==> src/rtl/disp_pkg.sv <==
// Shared types and constants for the display scheduler.
// Slot field layout: {en, bcd[3:0], dp}; slot 0 sits in bits [5:0] of a 48-bit bus.
// Modes are ordered by display priority (RING > MSG > EDIT > TIME).
package disp_pkg;

  typedef enum logic [1:0] {
    MODE_TIME = 2'd0,
    MODE_EDIT = 2'd1,
    MODE_MSG  = 2'd2,
    MODE_RING = 2'd3
  } mode_t;

  typedef logic [5:0] slot_t;

  localparam slot_t SLOT_BLANK = 6'd0;
  localparam int    EN_BIT     = 5;
  localparam int    DP_BIT     = 0;
  localparam int    NUM_SLOTS  = 8;

  // Clear the enable bit of a slot so the driver blanks that digit.
  function automatic slot_t clr_en(slot_t s);
    slot_t r;
    r         = s;
    r[EN_BIT] = 1'b0;
    return r;
  endfunction

endpackage

==> src/rtl/disp_scheduler_blink_prescaler.sv <==
// Blink prescaler: divides clk into blink half-periods and tracks the blink phase.
// Latency: tick is combinational from the count; phase updates on the tick edge.
// No backpressure; i_restart clears the count and forces phase on for the next cycle.
// Ports: i_clk, i_rst_n (async active-low), i_restart -> o_tick, o_phase (1 = on).
module blink_prescaler #(
  parameter int TICK_DIV = 50_000_000
) (
  input  logic i_clk,
  input  logic i_rst_n,
  input  logic i_restart,
  output logic o_tick,
  output logic o_phase
);

  localparam int CNT_W = (TICK_DIV < 2) ? 1 : $clog2(TICK_DIV);

  logic [CNT_W-1:0] r_cnt;
  logic             r_phase;
  logic             w_term;

  // Tick depends only on state so the scheduler can feed it back into
  // its mode decision (and from there into i_restart) without a loop.
  assign w_term  = (r_cnt == CNT_W'(TICK_DIV - 1));
  assign o_tick  = w_term;
  assign o_phase = r_phase;

  always_ff @(posedge i_clk or negedge i_rst_n) begin
    if (!i_rst_n) begin
      r_cnt   <= '0;
      r_phase <= 1'b1;
    end else if (i_restart) begin
      r_cnt   <= '0;
      r_phase <= 1'b1;
    end else if (w_term) begin
      r_cnt   <= '0;
      r_phase <= ~r_phase;
    end else begin
      r_cnt   <= r_cnt + CNT_W'(1);
    end
  end

endmodule

==> src/rtl/disp_scheduler.sv <==
// Display scheduler: picks RING/MSG/EDIT/TIME content for eight digit slots.
// Latency: one cycle from any input to the registered slot/mode/ack/busy outputs.
// Message handshake: msg_req held until a one-cycle msg_ack; held off while ringing or busy.
// Ports: i_clk, i_rst_n, i_time_dig, i_alarm_dig, i_alarm_edit, i_edit_field, i_ringing,
//        i_msg_req, i_msg_data -> o_msg_ack, o_msg_busy, o_l0..o_l7, o_mode.
// Build option: define DISP_SCHED_BLINK_EN to blank edited/ringing digits on the off phase.
module disp_scheduler
  import disp_pkg::*;
#(
  parameter int TICK_DIV = 50_000_000,
  parameter int MSG_HOLD = 6
) (
  input  logic        i_clk,
  input  logic        i_rst_n,
  input  logic [47:0] i_time_dig,
  input  logic [47:0] i_alarm_dig,
  input  logic        i_alarm_edit,
  input  logic [1:0]  i_edit_field,
  input  logic        i_ringing,
  input  logic        i_msg_req,
  input  logic [47:0] i_msg_data,
  output logic        o_msg_ack,
  output logic        o_msg_busy,
  output logic [5:0]  o_l0,
  output logic [5:0]  o_l1,
  output logic [5:0]  o_l2,
  output logic [5:0]  o_l3,
  output logic [5:0]  o_l4,
  output logic [5:0]  o_l5,
  output logic [5:0]  o_l6,
  output logic [5:0]  o_l7,
  output logic [1:0]  o_mode
);

  // A hold of zero ticks would make a message invisible; treat it as one.
  localparam int HOLD   = (MSG_HOLD < 1) ? 1 : MSG_HOLD;
  localparam int HOLD_W = $clog2(HOLD + 1);

  mode_t             r_mode;
  logic              r_busy;
  logic              r_ack;
  logic [47:0]       r_msg;
  logic [HOLD_W-1:0] r_hold_cnt;
  slot_t             r_l [NUM_SLOTS];

  logic              w_tick;
  logic              w_phase;
  logic              w_accept;
  logic              w_hold_done;
  logic              w_busy_nxt;
  logic [HOLD_W-1:0] w_hold_nxt;
  mode_t             w_mode_nxt;
  logic              w_restart;
  logic              w_phase_nxt;
  logic [47:0]       w_msg_nxt;
  slot_t             w_l_nxt [NUM_SLOTS];

  blink_prescaler #(
    .TICK_DIV (TICK_DIV)
  ) u_prescaler (
    .i_clk     (i_clk),
    .i_rst_n   (i_rst_n),
    .i_restart (w_restart),
    .o_tick    (w_tick),
    .o_phase   (w_phase)
  );

  // Message handshake and hold timing.
  always_comb begin
    w_accept    = i_msg_req && !r_busy && !i_ringing;
    w_hold_done = r_busy && w_tick && (r_hold_cnt == HOLD_W'(HOLD - 1));
    w_msg_nxt   = w_accept ? i_msg_data : r_msg;

    // Ringing aborts a message outright; the hold count only runs while busy.
    w_busy_nxt = r_busy;
    if (i_ringing) begin
      w_busy_nxt = 1'b0;
    end else if (w_accept) begin
      w_busy_nxt = 1'b1;
    end else if (w_hold_done) begin
      w_busy_nxt = 1'b0;
    end

    w_hold_nxt = r_hold_cnt;
    if (!w_busy_nxt || w_accept) begin
      w_hold_nxt = '0;
    end else if (w_tick) begin
      w_hold_nxt = r_hold_cnt + HOLD_W'(1);
    end
  end

  // Mode priority is evaluated against next-cycle busy so that mode, busy
  // and the displayed message all switch on the same edge.
  always_comb begin
    if (i_ringing) begin
      w_mode_nxt = MODE_RING;
    end else if (w_busy_nxt) begin
      w_mode_nxt = MODE_MSG;
    end else if (i_alarm_edit) begin
      w_mode_nxt = MODE_EDIT;
    end else begin
      w_mode_nxt = MODE_TIME;
    end
  end

  assign w_restart = (w_mode_nxt != r_mode);

  // Slots are registered from the phase the prescaler will hold next cycle,
  // keeping the blanking aligned with the half-period it belongs to.
`ifdef DISP_SCHED_BLINK_EN
  assign w_phase_nxt = w_restart ? 1'b1 : (w_tick ? ~w_phase : w_phase);
`else
  logic w_unused_phase;
  assign w_unused_phase = w_phase;
  assign w_phase_nxt    = 1'b1;
`endif

  always_comb begin
    for (int i = 0; i < NUM_SLOTS; i++) begin
      w_l_nxt[i] = SLOT_BLANK;
      case (w_mode_nxt)
        MODE_TIME: w_l_nxt[i] = i_time_dig[i*6 +: 6];
        MODE_EDIT: begin
          w_l_nxt[i] = i_alarm_dig[i*6 +: 6];
          if (!w_phase_nxt && ((i >> 1) == int'(i_edit_field))) begin
            w_l_nxt[i] = clr_en(w_l_nxt[i]);
          end
        end
        MODE_MSG:  w_l_nxt[i] = w_msg_nxt[i*6 +: 6];
        default: begin
          w_l_nxt[i] = i_time_dig[i*6 +: 6];
          if (!w_phase_nxt) begin
            w_l_nxt[i] = clr_en(w_l_nxt[i]);
          end
        end
      endcase
    end
  end

  always_ff @(posedge i_clk or negedge i_rst_n) begin
    if (!i_rst_n) begin
      r_mode     <= MODE_TIME;
      r_busy     <= 1'b0;
      r_ack      <= 1'b0;
      r_msg      <= '0;
      r_hold_cnt <= '0;
      for (int i = 0; i < NUM_SLOTS; i++) begin
        r_l[i] <= SLOT_BLANK;
      end
    end else begin
      r_mode     <= w_mode_nxt;
      r_busy     <= w_busy_nxt;
      r_ack      <= w_accept;
      r_msg      <= w_msg_nxt;
      r_hold_cnt <= w_hold_nxt;
      for (int i = 0; i < NUM_SLOTS; i++) begin
        r_l[i] <= w_l_nxt[i];
      end
    end
  end

  assign o_msg_ack  = r_ack;
  assign o_msg_busy = r_busy;
  assign o_mode     = r_mode;
  assign o_l0       = r_l[0];
  assign o_l1       = r_l[1];
  assign o_l2       = r_l[2];
  assign o_l3       = r_l[3];
  assign o_l4       = r_l[4];
  assign o_l5       = r_l[5];
  assign o_l6       = r_l[6];
  assign o_l7       = r_l[7];

endmodule

==> config.mk <==
export PLATFORM = sky130hd
export DESIGN_NAME = disp_scheduler
export DESIGN_NICKNAME = d
export VERILOG_FILES = /design/src/rtl/disp_pkg.sv /design/src/rtl/disp_scheduler_blink_prescaler.sv /design/src/rtl/disp_scheduler.sv
export SDC_FILE = /design/constraint.sdc
export NUM_CORES = 1
export LEC_CHECK = 0
export ABC_AREA = 1
export CAP_MARGIN = 25
export CORE_UTILIZATION = 32
export CTS_CLUSTER_DIAMETER = 200
export DETAILED_ROUTE_END_ITERATION = 10
export GPL_TIMING_DRIVEN = 0
export PLACE_DENSITY_LB_ADDON = 0.25
export SLEW_MARGIN = 0
export SYNTH_ARGS = -nofsm -noshare
export SYNTH_HDL_FRONTEND = slang
export SYNTH_SLANG_ARGS = --single-unit
export TNS_END_PERCENT = 10
==> constraint.sdc <==
create_clock -name i_clk -period 2.2 [get_ports i_clk]
set_input_delay 0.33 -clock i_clk [delete_from_list [all_inputs] [get_ports i_clk]]
set_output_delay 0.33 -clock i_clk [all_outputs]
set_load 0.05 [all_outputs]
Word-level counts from Yosys, hierarchy flattened
Cells that the tools add are included.
{"block": "op_classes", "eq_ne": 5, "add_sub_neg": 2, "muxes": 19, "n_reduce_logical": 9}
{"op": "one-hot mux 6 bit (2 select lines)", "n": 8}
{"op": "two-way mux 26 bit", "n": 2}
{"op": "two-way mux 48 bit", "n": 1}
{"op": "adder 26 x 1 -> 26 bit (second input constant)", "n": 1}
{"op": "== test 26 bit (second input constant)", "n": 1}
{"op": "two-way mux 3 bit", "n": 2}
{"op": "logical AND 1 bit", "n": 4}
{"op": "two-way mux 1 bit", "n": 4}
{"op": "two-way mux 2 bit", "n": 2}
{"op": "adder 3 x 1 -> 3 bit (second input constant)", "n": 1}
{"op": "== test 3 bit (second input constant)", "n": 1}
{"op": "zero test 1 bit", "n": 3}
{"op": "== test 2 x 1 -> 1 bit (second input constant)", "n": 1}
{"op": "== test 2 bit (second input constant)", "n": 1}
{"op": "inequality test 2 bit", "n": 1}
{"op": "nonzero test 2 bit", "n": 1}
{"op": "logical OR 1 bit", "n": 1}
{"block": "word_totals", "out_inout_bits": 52, "input_bits": 151, "wordCells": 49, "register_bits": 129}

Logic depth before layout (Yosys ltp)
Gate-level depths: netlist of run 1.
{"block": "logic_depth", "depth_word": 10, "depth_mapped": 15, "depth_no_buf": 13}

By module
Synthesis of run 1 repeated with hierarchy kept, for this count alone.
{"block": "unflattened", "hier_cells": 738, "hier_area_um2": 6034.5}
{"module": "disp_scheduler", "n_inst": 1, "cells_each": 504, "area_each_um2": 4360.4}
{"module": "blink_prescaler", "n_inst": 1, "cells_each": 234, "area_each_um2": 1674.1}

Least setup slack after synthesis of run 1
OpenSTA, ideal clock, no wires.
{"block": "synth_timing", "path_type": "register -> register", "from": "register u_prescaler.r_cnt[0]", "to": "register r_l, in the netlist o_l0[0]", "required_time_ns": 2.057, "path_buffers": 3, "stages_incl_launch_ff": 15, "arrival_ns": 2.340, "path_slack_ns": -0.283, "setup_time_ns": 0.143, "cell_sequence": "dfrtp_1 > ha_1 > nand3_2 > inv_2 > nand2_1 > nor2_1 > nand3_1 > nand2_2 > nand3_1 > nand2_1 > ha_1 > clkbuf_1 > clkbuf_1 > clkbuf_1 > a22oi_1"}
{"element": "start, declared", "line": "disp_scheduler_blink_prescaler.sv:17", "source": "logic [CNT_W-1:0] r_cnt;"}
{"element": "start signal, assigned", "line": "disp_scheduler_blink_prescaler.sv:38", "source": "r_cnt <= r_cnt + CNT_W'(1);"}
{"element": "end signal, assigned by index", "line": "disp_scheduler.sv:157", "source": "r_l[i] <= w_l_nxt[i];"}
{"element": "end, declared", "line": "disp_scheduler.sv:44", "source": "slot_t r_l [NUM_SLOTS];"}

==> flow_summary.toml, run 1 <==
[placed_design]
gp_congestion = 0.915
dp.cells = 1156
port_buffers = 200
place_area_um2 = 8360
hpwl_mm = 13.8
dp_slack_ns = -0.682

[synthesis]
yosysUniqueCellTypes = 31
ys_top_cells_by_area = "dfrtp_1 54%, nand2_1 16%, a22oi_1 6.0%, inv_1 5.1%, a21oi_1 4.3%"
yosysWarnings = 0
avgSynthCellArea_um2 = 8.27
syn_nets = 882
netlist_instances = 726
syn-cell-area_um2 = 6000
synth_top_area_frac = 0.538
ys_seq_area_frac = 0.538
yosys.area.top_type = "dfrtp_1"
synth-seq-cells = 129

[timing]
fin_crit_ns = 2.21
clock_skew_ns = 0.0106
slew_viol_final = 0
final_hold_viol_count = 0
fin_ws_ns = -0.0101
hold_ws_ns = 0.430
max_freq_mhz = 452
slew_headroom = 0.612
max_slew.worst_pin.slew_ns = 0.580
finalSetupViolCount = 2
rsz0062_at_grt = "yes"
min_period_over_period = 1.00

[finish]
areaGrowthSynthToFinish_pct = 57.3
num-nets-final = 1120
antenna_cells = 0
drive_gt1_frac = 0.149
final_area_um2 = 9440
instances_no_fill = 1206

[global_routing]
grt_pass1_wl_mm = 29.8
grt_pass1_vias = 5686
grt_start_max_net_pins = 74
antenna_found_initial = 0
grtUsageTotal = 0.201
overflow = 0

[pwr]
p_leak_nw = 4.34
power_mw = 7.94
p_per_area_nw_per_um2 = 841
ir_drop_mv = 0.510

[setup_path]
crit_arrival_ns = 2.51
worstPathRequired_ns = 2.50
critPathLaunchType = "flop"
worst-setup-path-type = "flop to flop"
ff2ff_setup_slack_ns = -0.01
end_kind = "flop"
critical_path_peak_fanout = 10

[cts]
cts_sinks = 129
htreeDepth = 4
cts_buffers = 17
cts.path.max_buffers = 2
cts_tree = "built"
insertion_delay_ns = 0.42
clk_pin_slew_ns = 0.06
root_buffer = "clkbuf_16"

[floorplanning]
coreArea_um2 = 18100
start_util = 0.331
placementRows = 49
die_w_um = 139
die_area_um2 = 19300
io_pins = 203
die_h_um = 139

[hold_path]
hold_path.class = "input pin to async pin"

[run_status]
status = "complete, but fails checks"
violations = "DRC, setup timing"

[route]
drc_errors = 1
drt-initial-drc-count = 268
vias = 5667
antenna_left = 0
routed_wl_mm = 19.1
drt_first_pass_iters = 9
wl_per_cell_um = 15.8
via_per_inst = 4.70

[job]
cap_viol_max_count = 0
==> sequential cells by signal, summed over array words and instances (netlist names) <==
signal and cells:
o_l3 6, o_l1 6, o_mode 2, r_hold_cnt 3, o_l4 6, o_l7 6, o_l0 6, o_l5 6
o_msg_busy 1, u_prescaler.r_cnt 26, o_msg_ack 1, o_l2 6, r_msg 48, o_l6 6
==> cell type report <==
type	count	area (um2)
fillers	1703	8700
flip-flops and latches	129	3230
multi-input cells	479	2540
repair buffers	220	2180
clock buffers	18	429
inverters	84	315
plain buffers	33	297
well taps	229	287
clock inverters	14	164
==> synthesized netlist by cell type <==
library cell / n
buf_12: 1
a22oi_1: 48
nand3_2: 2
nor4_1: 8
buf_6: 1
o21bai_1: 1
nand2_2: 2
xnor2_1: 2
nand2_1: 251
nor2_4: 1
inv_1: 82
o21ai_0: 6
dfrtp_1: 129
ha_1: 5
nand3_1: 21
o21a_1: 1
a21oi_1: 52
xor2_1: 5
nand3_4: 1
buf_2: 2
nor2_1: 36
buf_1: 5
clkbuf_1: 25
o22ai_1: 2
nand4_1: 6
inv_2: 2
or2_2: 7
nor3_1: 9
o211ai_1: 1
a31o_2: 1
nor2_2: 11
==> layer usage <==
layer  wire length, um  vias up  global-route usage  share of wire
met2              9660      156               0.346           0.51
li1                  -     2800                   -              -
met1              7580     2696               0.232           0.40
met3              1600       15              0.0798          0.084
met5                 0        -                   0              0
met4               260        0              0.0515          0.014
==> metrics by stage <==
step                TNS (ns)  utilization
floorplan                  0            -
detailed placement    -25.02        0.461
CTS                        0        0.508
finish               -0.0148        0.520
global route           -2.58        0.520
global placement     -627.65        0.459
==> cells in the final DEF, fill, tap and decap left out, types with 7 or more instances in the layout <==
master / instances
nand2_1: 246
clkdlybuf4s50_1: 199
dfrtp_1: 128
inv_1: 78
a21oi_1: 50
nor2_1: 34
a22oi_1: 25
a22oi_2: 23
clkbuf_16: 19
nand3_1: 18
buf_4: 17
nor2_2: 11
clkbuf_1: 9
nor3_1: 9
buf_2: 8
nor4_1: 8
inv_6: 8
or2_2: 7
==> logic make-up after synthesis <==
family,count (synthesis),synth area share
fa+ha+maj,5,0.0104
compound gates,112,0.116
xor+xnor,7,0.0102
buf+inv,118,0.0781
flops,129,0.538
simple gates,355,0.248
==> path summary, 6_finish.rpt <==
check	from	to	depth (start not counted)
hold / removal	i_rst_n	u_prescaler.r_cnt[6]	2
hold reg to reg	r_msg[12]	r_msg[12]	2
max in group asynchronous	i_rst_n	o_l5[2]	3
setup / recovery	u_prescaler.r_cnt[24]	o_l0[4]	13
setup reg to reg	u_prescaler.r_cnt[24]	o_l0[4]	13
min in group i_clk	i_time_dig[20]	o_l3[2]	3
==> worst max-delay path, stage by stage (launching register included) <==
cell and delay, ns:
dfrtp_1 0.40, inv_2 0.07, nand2_1 0.05, nor2_1 0.15, nand2_1 0.11, nor2_2 0.15
nand3_2 0.12, nand2_4 0.10, nand3_4 0.09, inv_2 0.09, ha_4 0.23, buf_2 0.20
a21oi_1 0.22, a22oi_2 0.09
==> where the power goes <==
group,internal [mW],switching [mW],total [mW]
combinational,0.907,1.36,2.27
clock,1.71,1.17,2.88
sequential,2.69,0.103,2.79
==> what timing repair did <==
item                                    4_1_cts  5_1_grt
pin swaps                                     8       11
resized for setup                            43       47
gates cloned                                  1        0
hold endpoints to repair                     56        0
hold buffers                                  1        0
setup buffers                                 7       10
endpoints found under the setup margin       54       50
Power figures use the tool's default switching activity.
==> run 2: changes to the inputs <==
Settings changed: CELL_PAD_IN_SITES_DETAIL_PLACEMENT set to 0, CELL_PAD_IN_SITES_GLOBAL_PLACEMENT set to 1, CORE_UTILIZATION 32 to 30.
==> run 2 against run 1 <==
  * The run now ends clean
  * Power increased by 2.8%
  * Sequential share of layout area down 0.67 points
  * Critical path type unchanged
  * Sequential cell count did not move
  * Global-route usage shrank 0.21 points
==> flow_summary.toml, run 2 (synthesis gave the netlist of run 1 again) <==
[run_status]
status = "completed"

[setup_path]
worstPathRequired_ns = 2.54
end_kind = "flop"
critical_path_peak_fanout = 10
worst-setup-path-type = "flop to flop"
rr_worst_depth = 13
critPathSlowestCell = "dfrtp_1"
crit_arrival_ns = 2.48
r2r-end = "o_l5[3]"
r2r-start = "u_prescaler.r_cnt[1]"
path_cells = "ha_4 > nand3_4 > inv_2 > nand2_2 > nor2_4 > nand3_2 > nand2_4 > nand3_4 > inv_4 > ha_4 > clkbuf_16 > buf_8 > a22oi_1"
ff2ff_setup_slack_ns = 0.06
critPathLaunchType = "flop"
cpPeakStageDelay_ns = 0.41

[timing]
fin_crit_ns = 2.14
max_freq_mhz = 467
clock_skew_ns = 0.0123
slew_headroom = 0.603
min_period_over_period = 0.974
max_slew.worst_pin.slew_ns = 0.589
hold_ws_ns = 0.451
rsz0062_at_grt = "yes"
setup_tns_ns = 0
slew_viol_final = 0
final_hold_viol_count = 0
finalSetupViolCount = 0
fin_ws_ns = 0.0577

[route]
drc_errors = 0
drt_first_pass_iters = 4
antenna_left = 0
routed_wl_mm = 19.6
via_per_inst = 4.54
drt-initial-drc-count = 274
wl_per_cell_um = 15.8
vias = 5625

[pwr]
p_per_area_nw_per_um2 = 848
pwr-share-comb = 0.288
switching_share = 0.327
seqPwrFrac = 0.341
p_switching_mw = 2.67
power_mw = 8.17
clockPowerShare = 0.372
p_leak_nw = 4.34
ir_drop_mv = 0.453
intPower_mw = 5.49

[finish]
mostFrequentLayoutCells = "246 x nand2_1, 199 x clkdlybuf4s50_1, 128 x dfrtp_1"
largest_reg_flops = 48
reg_top3 = "r_msg: 48 flops, u_prescaler.r_cnt: 26 flops"
drive_gt1_frac = 0.170
num-nets-final = 1116
areaGrowthSynthToFinish_pct = 60.4
antenna_cells = 0
regMostFlops = "r_msg"
layout_commonest_cell = "nand2_1"

[global_routing]
grt_start_max_net_pins = 76
overflow = 0
grt_pass1_wl_mm = 30.6
grt_pass1_vias = 5650
grtUsageTotal = 0.199
antenna_found_initial = 0

[cts]
insertion_delay_ns = 0.42
cts_sinks = 129
root_buffer = "clkbuf_16"
cts.path.max_buffers = 2
clk_pin_slew_ns = 0.07
htreeDepth = 4
cts_tree = "built"
cts_buffers = 17

[placed_design]
gp_congestion = 0.835
dp_slack_ns = -0.622
hpwl_mm = 14.2
port_buffers = 200

[floorplanning]
io_pins = 203
die_h_um = 143
placementRows = 51
die_area_um2 = 20600
coreArea_um2 = 19500
start_util = 0.308
die_w_um = 143

[job]
cap_viol_max_count = 0

[hold_path]
hold_path.class = "input pin to async pin"
run 2: cell count changes in the layout (fill, tap and decap cells not counted), moves of 2 or more:
cell	before	now
a22oi_1	25	15
a21oi_2	2	15
clkbuf_2	4	0
a21oi_1	50	37
buf_12	2	4
a22oi_2	23	33
buf_2	8	6
run 2: worst max path at each step:
stage / start / to / slack (ns)
3_5_place_dp: i_ringing / o_l5[4] / -0.62
2_1_floorplan: u_prescaler.r_cnt[0] / o_l1[5] / 0.01
4_1_cts: u_prescaler.r_cnt[0] / o_l5[1] / 0.0002
3_3_place_gp: i_rst_n / r_msg[10] / -4.72
6_report: u_prescaler.r_cnt[1] / o_l5[3] / 0.06
5_1_grt: u_prescaler.r_cnt[1] / o_l5[0] / -0.03
run 2: through the flow:
stage          instances  area, um2  utilization
2_1_floorplan        726       6040            -
3_3_place_gp        1191       8380        0.429
3_5_place_dp        1192       8410        0.430
4_1_cts             1227       9210        0.472
5_1_grt             1238       9630        0.493
6_report            1238       9630        0.493
run 2: final cells by class:
cell class	instances	area [um2]
multi-input cells	479	2640
inverters	84	318
plain buffers	33	315
clock inverters	14	188
fillers	1940	9890
repair buffers	216	2170
flip-flops and latches	129	3230
well taps	265	332
clock buffers	18	439
run 2: critical path, delay by kind of cell (launching register included):
kind	cells	cell delay (ns)
AO/OA/AOI/OAI	1	0.17
adder cells (fa/ha/maj)	2	0.40
buffers and inverters	4	0.49
flip-flops	1	0.41
AND/OR/NAND/NOR	6	0.58
run 2: power by group through the flow:
stage	Clock (mW)	Sequential [mW]	Combinational, mW
6_report	3.03	2.78	2.35
5_1_grt	3.19	2.82	2.50
4_1_cts	3.10	2.78	2.18
3_5_place_dp	0	2.82	2.12
3_3_place_gp	0	2.82	2.10
2_1_floorplan	0	3.45	0.582
run 2: layer usage:
layer  wire length (um)  vias to the layer above  GRT usage
met2               9890                      126      0.335
met3               1210                       15     0.0666
li1                   -                     2798          -
met1               8280                     2686      0.244
met5                  0                        -          0
met4                180                        0     0.0476
run 2: timing repair:
action,in CTS,in global routing
hold buffers,1,0
endpoints found under the setup margin,48,67
buffers inserted,3,9
hold endpoints to repair,54,0
gates resized for setup,38,86
gates cloned,0,2
pin swaps,3,9
==> edit (config.mk and constraints of run 2) <==
Reset style: synchronous (`i_rst_n`), changed in 2 clocked blocks. Comments in the files are not updated.
--- a/src/rtl/disp_scheduler_blink_prescaler.sv
+++ b/src/rtl/disp_scheduler_blink_prescaler.sv
@@ -25,5 +25,5 @@
   assign o_phase = r_phase;
 
-  always_ff @(posedge i_clk or negedge i_rst_n) begin
+  always_ff @(posedge i_clk) begin
     if (!i_rst_n) begin
       r_cnt   <= '0;
--- a/src/rtl/disp_scheduler.sv
+++ b/src/rtl/disp_scheduler.sv
@@ -138,5 +138,5 @@
   end
 
-  always_ff @(posedge i_clk or negedge i_rst_n) begin
+  always_ff @(posedge i_clk) begin
     if (!i_rst_n) begin
       r_mode     <= MODE_TIME;
Formal check against the unedited RTL: differs if i_rst_n is asserted again (counterexample within 4 cycles, from zero or initial values and one cycle with i_rst_n low); with i_rst_n held inactive, the same outputs for 10 cycles.
==> edit against run 2 <==
- power down 8.3%
- sequential power down 8.3%
- synthesized area down 3.3%
- cell area down 4.6%
- sequential cell count unchanged
- routed wire length down 2.4%
- maximum frequency up 1.5%
- setup slack better by 0.031 ns
==> edit: results (changes against run 2) <==
stage	metric	value	unit	change
synthesis	avgSynthCellArea	7.66	µm²	-7.4%
cts	cts_resized	44		+16%
layout	final_nets	1146		+2.7%
cts	clockBufferDepth	2		unchanged
routing	wl_met3	1130	µm	-7.1%
layout	multi_input_cells	495		+3.3%
synthesis	ys_warn_count	0		unchanged
grt	grtUsageMet3	0.0584		-0.00822
floorplanning	die_w	141	µm	-1.6%
layout	n_fill_cell	1894		-2.4%
power_and_ir_drop	ir_drop	548	µV	+21%
grt	use_met1	0.254		+0.0108
layout	seq_area_frac	0.282		-0.0535
grt	track_usage	0.200		+0.000892
synthesis	synth-async-reset-ratio	0		-1.00
routing	via_count	5528		-1.7%
min_path	hp-class	reg -> reg		
placed_design	io_buffers	200		unchanged
placed_design	dpl_cell_area	8140	µm²	-3.1%
layout	multi_input_area	2790	µm²	+5.4%
cts	cts_setup_buffers	5		+2
timing	fin_skew	0.0104	ns	-0.00194 ns
layout	clkCellAreaFrac	0.0739		+0.00884
power_and_ir_drop	p_leak	3.70	nW	-15%
synthesis	yosys-top-cells-count	129 x dfxtp_1, 98 x a21oi_1, 86 x inv_1, 84 x nand2_1, 83 x o21ai_0		
synthesis	yosys-top-cells-area	dfxtp_1 44%, a21oi_1 8.4%, o21ai_0 7.2%		
placed_design	hpwl	14100	µm	-0.78%
routing	drt_iter0_drc	188		-31%
layout	drive_gt1_frac	0.189		+0.0199
placed_design	finalWeightedCongestion	0.754		-9.7%
grt	grt_pass1_wl	30200	µm	-1.4%
layout	nNonClkInverters	92		+9.5%
setup_path	crit_slowest_cell	dfxtp_1		
grt	grt_max_degree	17		-78%
grt	grt_util_met2	0.323		-0.0114
routing	wl	19100	µm	-2.4%
timing	worstMarginPinSlew	0.612	ns	+0.0230 ns
layout	nClkBuffers	21		+3
layout	top_regs	r_l x48, r_msg x48, u_prescaler.r_cnt x26		
layout	buffers	255		+2.4%
grt	grt_pass1_vias	5635		-0.27%
cts	clock_latency	0.42	ns	about the same
synthesis	ys_types	30		-3.2%
setup_path	max_stage_delay	0.33	ns	-0.08 ns
layout	diodes	0		unchanged
run_status	status	completed		
routing	met1Wirelength	8780	µm	+6.0%
routing	drtPass1Iterations	6		+2
power_and_ir_drop	power.density	815	nW/µm²	-3.9%
placed_design	post-place-ws	-1.20	ns	-0.578 ns
placed_design	dp.cells	1218		+2.2%
synthesis	synth_nets	914		+3.6%
synthesis	yosysSeqAreaShare	0.445		-0.0928
routing	wl_met2	8960	µm	-9.3%
setup_path	cp_max_fo	8		-2
routing	wire_per_inst	15.1	µm	-4.3%
setup_path	cp.arrival	2.42	ns	-0.06 ns
layout	buffer_area_frac	0.267		+0.00949
-- edit: power by group --
part           leakage, nW  total (mW)  switching [mW]  internal, mW
logic                 2.32        1.69           0.958         0.733
registers             1.06        2.55          0.0408          2.51
clock network        0.323        3.25            1.11          2.14
-- edit: logic make-up after synthesis --
kind of cell / count (synthesis) / share of synthesized area
XOR/XNOR: 24 / 0.0362
flip-flops: 129 / 0.445
AO/OA/AOI/OAI: 195 / 0.169
adder cells (fa/ha/maj): 5 / 0.0108
AND/OR/NAND/NOR: 271 / 0.247
buffers and inverters: 134 / 0.0925
-- edit: final timing paths --
check	endpoint	slack, ns	from	cells after the start
max	r_l[3][3]	0.09	u_prescaler.r_cnt[18]	14
min	r_hold_cnt[1]	0.49	r_hold_cnt[1]	2
max reg2reg	r_l[3][3]	0.09	u_prescaler.r_cnt[18]	14
min reg2reg	r_hold_cnt[1]	0.49	r_hold_cnt[1]	2
